[src/rtl/moa_ctrl_pkg.sv]
// Shared types and sizing constants for the multi-operand sum controller.
// No logic; imported by the controller and its four-slot adder.
package moa_ctrl_pkg;

    typedef enum logic [1:0] {
        COLLECT = 2'd0,
        ADD     = 2'd1,
        DONE    = 2'd2
    } state_t;

    localparam int OP_W      = 4;
    localparam int NUM_SLOTS = 4;
    localparam int SUM4_W    = 7;
    localparam int CNT_W     = 7;

endpackage

[src/rtl/multiple_operand_adder_4x4.sv]
// Four-input unsigned adder of 4-bit operands into a 7-bit sum.
// Latency: combinational. Backpressure: none, pure datapath.
module multiple_operand_adder_4x4
    import moa_ctrl_pkg::*;
(
    input  logic [OP_W-1:0]   x,
    input  logic [OP_W-1:0]   y,
    input  logic [OP_W-1:0]   z,
    input  logic [OP_W-1:0]   w,
    output logic [SUM4_W-1:0] sum
);

    assign sum = SUM4_W'(x) + SUM4_W'(y) + SUM4_W'(z) + SUM4_W'(w);

endmodule

[src/rtl/multi_operand_sum_ctrl.sv]
// Collects 4-bit operands four slots at a time, accumulates them, and reports sum and count per set.
// Latency: result valid 2 cycles after the terminating operand. Backpressure: in_ready low in ADD/DONE; result held until out_ready.
// Optional MOA_CTRL_STATS_EN: saturating completed-set counter on set_count (constant 0 otherwise).
module multi_operand_sum_ctrl
    import moa_ctrl_pkg::*;
#(
    parameter int MAX_OPS = 16,
    parameter int OUT_W   = 4 + $clog2(MAX_OPS)
) (
    input  logic              clk,
    input  logic              rst,
    input  logic              in_valid,
    input  logic [OP_W-1:0]   in_data,
    input  logic              in_last,
    output logic              in_ready,
    output logic              out_valid,
    output logic [OUT_W-1:0]  out_sum,
    output logic [CNT_W-1:0]  out_cnt,
    input  logic              out_ready,
    output logic [15:0]       set_count
);

    localparam logic [CNT_W-1:0] LAST_CNT = CNT_W'(MAX_OPS - 1);
    localparam logic [1:0]       LAST_IDX = 2'(NUM_SLOTS - 1);

    state_t              r_state;
    logic [OP_W-1:0]     r_slot [NUM_SLOTS];
    logic [1:0]          r_slot_idx;
    logic [CNT_W-1:0]    r_op_cnt;
    logic [OUT_W-1:0]    r_acc;
    logic                r_term;
    logic                r_in_ready;
    logic                r_out_valid;
    logic [OUT_W-1:0]    r_out_sum;
    logic [CNT_W-1:0]    r_out_cnt;

    logic                w_in_hs;
    logic                w_last_op;
    logic                w_end_group;
    logic [SUM4_W-1:0]   w_sum4;
    logic [OUT_W-1:0]    w_acc_next;

    multiple_operand_adder_4x4 u_add4 (
        .x   (r_slot[0]),
        .y   (r_slot[1]),
        .z   (r_slot[2]),
        .w   (r_slot[3]),
        .sum (w_sum4)
    );

    assign w_in_hs     = in_valid && r_in_ready;
    assign w_last_op   = (r_op_cnt == LAST_CNT);
    assign w_end_group = (r_slot_idx == LAST_IDX) || in_last || w_last_op;
    assign w_acc_next  = r_acc + OUT_W'(w_sum4);

    always_ff @(posedge clk) begin
        if (rst) begin
            r_state     <= COLLECT;
            r_slot_idx  <= '0;
            r_op_cnt    <= '0;
            r_acc       <= '0;
            r_term      <= 1'b0;
            r_in_ready  <= 1'b1;
            r_out_valid <= 1'b0;
            r_out_sum   <= '0;
            r_out_cnt   <= '0;
            for (int i = 0; i < NUM_SLOTS; i++) r_slot[i] <= '0;
        end else begin
            unique case (r_state)
                COLLECT: begin
                    if (w_in_hs) begin
                        r_slot[r_slot_idx] <= in_data;
                        r_slot_idx         <= r_slot_idx + 2'd1;
                        r_op_cnt           <= r_op_cnt + 7'd1;
                        // Reaching MAX_OPS ends the set even without in_last.
                        r_term             <= in_last || w_last_op;
                        if (w_end_group) begin
                            r_state    <= ADD;
                            r_in_ready <= 1'b0;
                        end
                    end
                end
                ADD: begin
                    r_acc      <= w_acc_next;
                    r_slot_idx <= '0;
                    for (int i = 0; i < NUM_SLOTS; i++) r_slot[i] <= '0;
                    if (r_term) begin
                        r_state     <= DONE;
                        r_out_valid <= 1'b1;
                        r_out_sum   <= w_acc_next;
                        r_out_cnt   <= r_op_cnt;
                    end else begin
                        r_state    <= COLLECT;
                        r_in_ready <= 1'b1;
                    end
                end
                DONE: begin
                    if (out_ready) begin
                        r_state     <= COLLECT;
                        r_acc       <= '0;
                        r_op_cnt    <= '0;
                        r_term      <= 1'b0;
                        r_out_valid <= 1'b0;
                        r_in_ready  <= 1'b1;
                    end
                end
                default: begin
                    r_state    <= COLLECT;
                    r_in_ready <= 1'b1;
                end
            endcase
        end
    end

    assign in_ready  = r_in_ready;
    assign out_valid = r_out_valid;
    assign out_sum   = r_out_sum;
    assign out_cnt   = r_out_cnt;

`ifdef MOA_CTRL_STATS_EN
    logic        w_out_hs;
    logic [15:0] r_set_count;

    assign w_out_hs = r_out_valid && out_ready;

    always_ff @(posedge clk) begin
        if (rst) begin
            r_set_count <= '0;
        end else if (w_out_hs && (r_set_count != 16'hFFFF)) begin
            r_set_count <= r_set_count + 16'd1;
        end
    end

    assign set_count = r_set_count;
`else
    assign set_count = '0;
`endif

endmodule

[config.mk]
export PLATFORM = sky130hd
export DESIGN_NAME = multi_operand_sum_ctrl
export DESIGN_NICKNAME = d
export VERILOG_FILES = /design/src/rtl/moa_ctrl_pkg.sv /design/src/rtl/multiple_operand_adder_4x4.sv /design/src/rtl/multi_operand_sum_ctrl.sv
export SDC_FILE = /design/constraint.sdc
export NUM_CORES = 1
export LEC_CHECK = 0
export ABC_AREA = 1
export CORE_ASPECT_RATIO = 1.2
export CORE_MARGIN = 4
export CORE_UTILIZATION = 45
export DETAILED_ROUTE_END_ITERATION = 8
export PLACE_DENSITY = 0.69
export SYNTH_ARGS = -nofsm -noshare
export SYNTH_HDL_FRONTEND = slang
export SYNTH_SLANG_ARGS = --single-unit
[constraint.sdc]
create_clock -name clk -period 4.6 [get_ports clk]
set_input_delay 0.46 -clock clk [delete_from_list [all_inputs] [get_ports clk]]
set_output_delay 0.46 -clock clk [all_outputs]
set_load 0.02 [all_outputs]
==> flow_metrics.py <==
metrics = {
    "timing": {
        "finalSetupTns_ns": 0,
        "clock-skew-final_ns": 0.00992,
        "maxSlewHeadroom_pct": 40.7,
        "setup_viol": 0,
        "finalMaxSlewViolations": 0,
        "fmax_ghz": 0.284,
        "worst_slack_ns": 1.08,
        "hold_violations": 0,
        "worst_slew_pin_slew_ns": 0.887,
        "rsz0062_at_grt": "false",
        "period_share_pct": 76.5,
        "finalCriticalPeriod_ns": 3.52,
    },
    "setup_path": {
        "r2r_setup_slack_ns": 1.08,
        "worstPathMaxFanout": 4,
        "reg2reg_depth": 12,
        "endpoint": "r_acc[4]$_SDFFE_PP0P_",
        "crit_type": "reg2reg",
        "worstSetupStartpoint": "r_slot[1][0]$_SDFFCE_PN0P_",
        "crit_required_ns": 4.83,
        "startpoint_type": "register",
        "crit_arrival_ns": 3.75,
        "r2r_end": "r_acc[4]$_SDFFE_PP0P_",
        "end_kind": "register",
        "reg2reg_from": "r_slot[1][0]$_SDFFCE_PN0P_",
    },
    "yosys": {
        "muxShareOfSynthArea_pct": 0,
        "ys_warn_count": 0,
        "synth-simple-area-share_pct": 21.3,
        "synth_xor_area_share_pct": 1.80,
        "yosysSeqAreaShare_pct": 41.8,
        "synthCells": 354,
        "ys_ff_latch": 53,
        "syn_avg_cell_area_sq_um": 8.26,
        "synth_top_family_by_area": "simple AND/OR/NAND/NOR gates",
        "synth_area_sq_um": 2920,
        "ys_types": 35,
        "synth-adder-area-share_pct": 12.9,
        "synth_compound_area_share_pct": 9.93,
    },
    "die": {
        "dieArea_sq_um": 7860,
        "initial_core_util_pct": 47.4,
        "rows": 31,
        "dieHeight_microns": 96.3,
        "ioPinCount": 42,
        "core_area_sq_um": 6170,
        "dieWidth_microns": 81.6,
    },
    "power": {
        "peakVddDrop_v": 0.000187,
        "p_per_area_nw_per_um2": 369,
        "finalPower_w": 0.00121,
        "power.leakage_nw": 1.50,
    },
    "routing": {
        "wire_per_inst_microns": 11.7,
        "drt-initial-drc-count": 61,
        "drcViolationCount": 0,
        "drt.antenna.violating_nets": 0,
        "viasPerCell": 4.77,
        "vias": 2205,
        "totalWireLength_mm": 5.40,
        "drtPass1Iterations": 4,
    },
    "cts": {
        "clk_pin_slew_ns": 0.10,
        "cts_max_level": 2,
        "clk_latency_ns": 0.31,
        "cts_buffers": 5,
        "cts_tree": "yes",
        "clock_sinks": 53,
        "cts_root_buffer": "clkbuf_8",
        "max-clock-path-buffers": 2,
        "cts_hold_buf": 0,
        "cts_resized": 0,
        "cts_setup_buffers": 0,
    },
    "run_status": {
        "status": "completed",
    },
    "finish": {
        "regArea_sq_um": 1220,
        "synthToLayoutAreaGrowth_pct": 12.4,
        "instances_no_fill": 462,
        "drive_gt1_share_pct": 6.58,
        "multi_input_area_sq_um": 1400,
        "fillerInstances": 589,
        "final_util_pct": 53.3,
        "nets": 414,
        "antennaDiodeCount": 0,
    },
    "min_path": {
        "hold_path.class": "reg2reg",
    },
    "global_routing": {
        "antenna_found_initial": 0,
        "grt_max_degree": 26,
        "track_usage_pct": 15.4,
        "grt_pass1_vias": 2096,
        "overflow": 0,
        "grt_pass1_wl_mm": 9.36,
    },
    "placement": {
        "port_buffers": 25,
        "gp_congestion": 0.879,
        "post-place-ws_ns": 1.05,
        "post-place-cells": 454,
        "hpwl_mm": 4.18,
    },
    "flow_run": {
        "maxCapViolCount": 0,
    },
}
==> Yosys cell counts <==
library cell | number | area, sq um
o21ai_1 | 4 | 20.0
o21ai_0 | 7 | 35.0
clkbuf_1 | 3 | 11.3
buf_4 | 16 | 120
a211oi_1 | 2 | 15.0
inv_2 | 4 | 15.0
o21a_1 | 4 | 30.0
o211ai_1 | 1 | 7.51
nor2_2 | 4 | 25.0
ha_1 | 19 | 238
dfxtp_1 | 37 | 741
nand2_1 | 77 | 289
nand2_4 | 2 | 22.5
buf_2 | 1 | 5.00
fa_1 | 7 | 140
a32o_1 | 1 | 10.0
or2_1 | 1 | 6.26
nand4_1 | 1 | 6.26
or2_2 | 1 | 6.26
inv_1 | 47 | 176
buf_6 | 2 | 22.5
clkinv_2 | 1 | 5.00
a21oi_1 | 30 | 150
nand2_2 | 3 | 18.8
o21bai_1 | 2 | 15.0
xor2_1 | 5 | 43.8
nand3_1 | 17 | 85.1
nor2_1 | 27 | 101
nand3b_1 | 2 | 15.0
conb_1 | 1 | 3.75
nor3_1 | 5 | 25.0
xnor2_1 | 1 | 8.76
edfxtp_1 | 16 | 480
nor2_4 | 2 | 22.5
a21o_1 | 1 | 7.51
==> worst min path at each step <==
stage | from | end | slack, ns | cells past startpoint
floorplan | r_acc[2]$_SDFFE_PP0P_ | r_acc[2]$_SDFFE_PP0P_ | 0.44 | 2
global placement | out_valid$_SDFFE_PP0P_ | out_valid$_SDFFE_PP0P_ | 0.45 | 1
detailed placement | out_valid$_SDFFE_PP0P_ | out_valid$_SDFFE_PP0P_ | 0.45 | 1
CTS | r_acc[0]$_SDFFE_PP0P_ | r_acc[0]$_SDFFE_PP0P_ | 0.47 | 2
global route | out_valid$_SDFFE_PP0P_ | out_valid$_SDFFE_PP0P_ | 0.48 | 1
finish | out_valid$_SDFFE_PP0P_ | out_valid$_SDFFE_PP0P_ | 0.47 | 1
==> stage by stage <==
step / hold slack [ns] / area, sq um
2_1_floorplan: 0.443 / 2980
3_3_place_gp: 0.450 / 3170
3_5_place_dp: 0.454 / 3170
4_1_cts: 0.472 / 3290
5_1_grt: 0.483 / 3290
6_report: 0.469 / 3290
==> cell type report <==
cell class,count,area share (%)
flip-flops and latches,53,37.2
well taps,82,3.12
repair buffers,25,7.61
clock buffers,8,3.43
inverters,52,5.98
multi-input cells,242,42.7
==> layer usage <==
layer | part of all wire [%] | GRT usage (%)
met1 | 43 | 18.3
met2 | 51 | 27.2
met3 | 3.1 | 2.25
met4 | 2.5 | 7.20
met5 | 0 | 0
==> flip-flops by register name, indices dropped and copies added (netlist names) <==
register and count:
r_slot_idx 2, out_cnt 7, r_op_cnt 7, r_state 2, r_acc 8, r_slot 16
r_term 1, out_sum 8, out_valid 1, in_ready 1
==> cell usage in the layout, fill, tap and decap left out, drive strengths merged <==
cell / netlist / final
dfxtp: 37 / 37
xor2: 5 / 5
edfxtp: 16 / 16
clkbuf: 3 / 8
a211oi: 2 / 2
nand3: 17 / 17
o211ai: 1 / 1
fa: 7 / 7
clkinv: 1 / 1
nor3: 5 / 5
nand4: 1 / 1
nand3b: 2 / 2
xnor2: 1 / 1
a21o: 1 / 1
o21a: 4 / 4
o21ai: 11 / 11
inv: 51 / 51
conb: 1 / 16
o21bai: 2 / 2
nand2: 82 / 82
or2: 2 / 2
ha: 19 / 19
a32o: 1 / 1
clkdlybuf4s50: 0 / 25
a21oi: 30 / 30
nor2: 33 / 33
==> where the power goes <==
part / leakage, nW / switching [W] / internal, W
clock: 0.0596 / 0.000149 / 0.000158
sequential: 0.468 / 0.0000170 / 0.000512
combinational: 0.972 / 0.000233 / 0.000146
==> critical path, stage by stage (launching register included) <==
cell,delay (ns)
edfxtp_1,0.38
ha_1,0.23
fa_1,0.51
fa_1,0.42
ha_1,0.24
fa_1,0.40
xor2_1,0.21
ha_1,0.30
or2_1,0.26
nand2_1,0.09
xor2_1,0.21
nand2_1,0.08
a21oi_1,0.13
==> kinds of logic after synthesis <==
kind of cell    after synthesis
other cells                   1
buf+inv                      74
flops                        53
simple gates                142
xor+xnor                      6
compound gates               52
fa+ha+maj                    26
No activity file was read; power rests on OpenSTA's default activity.
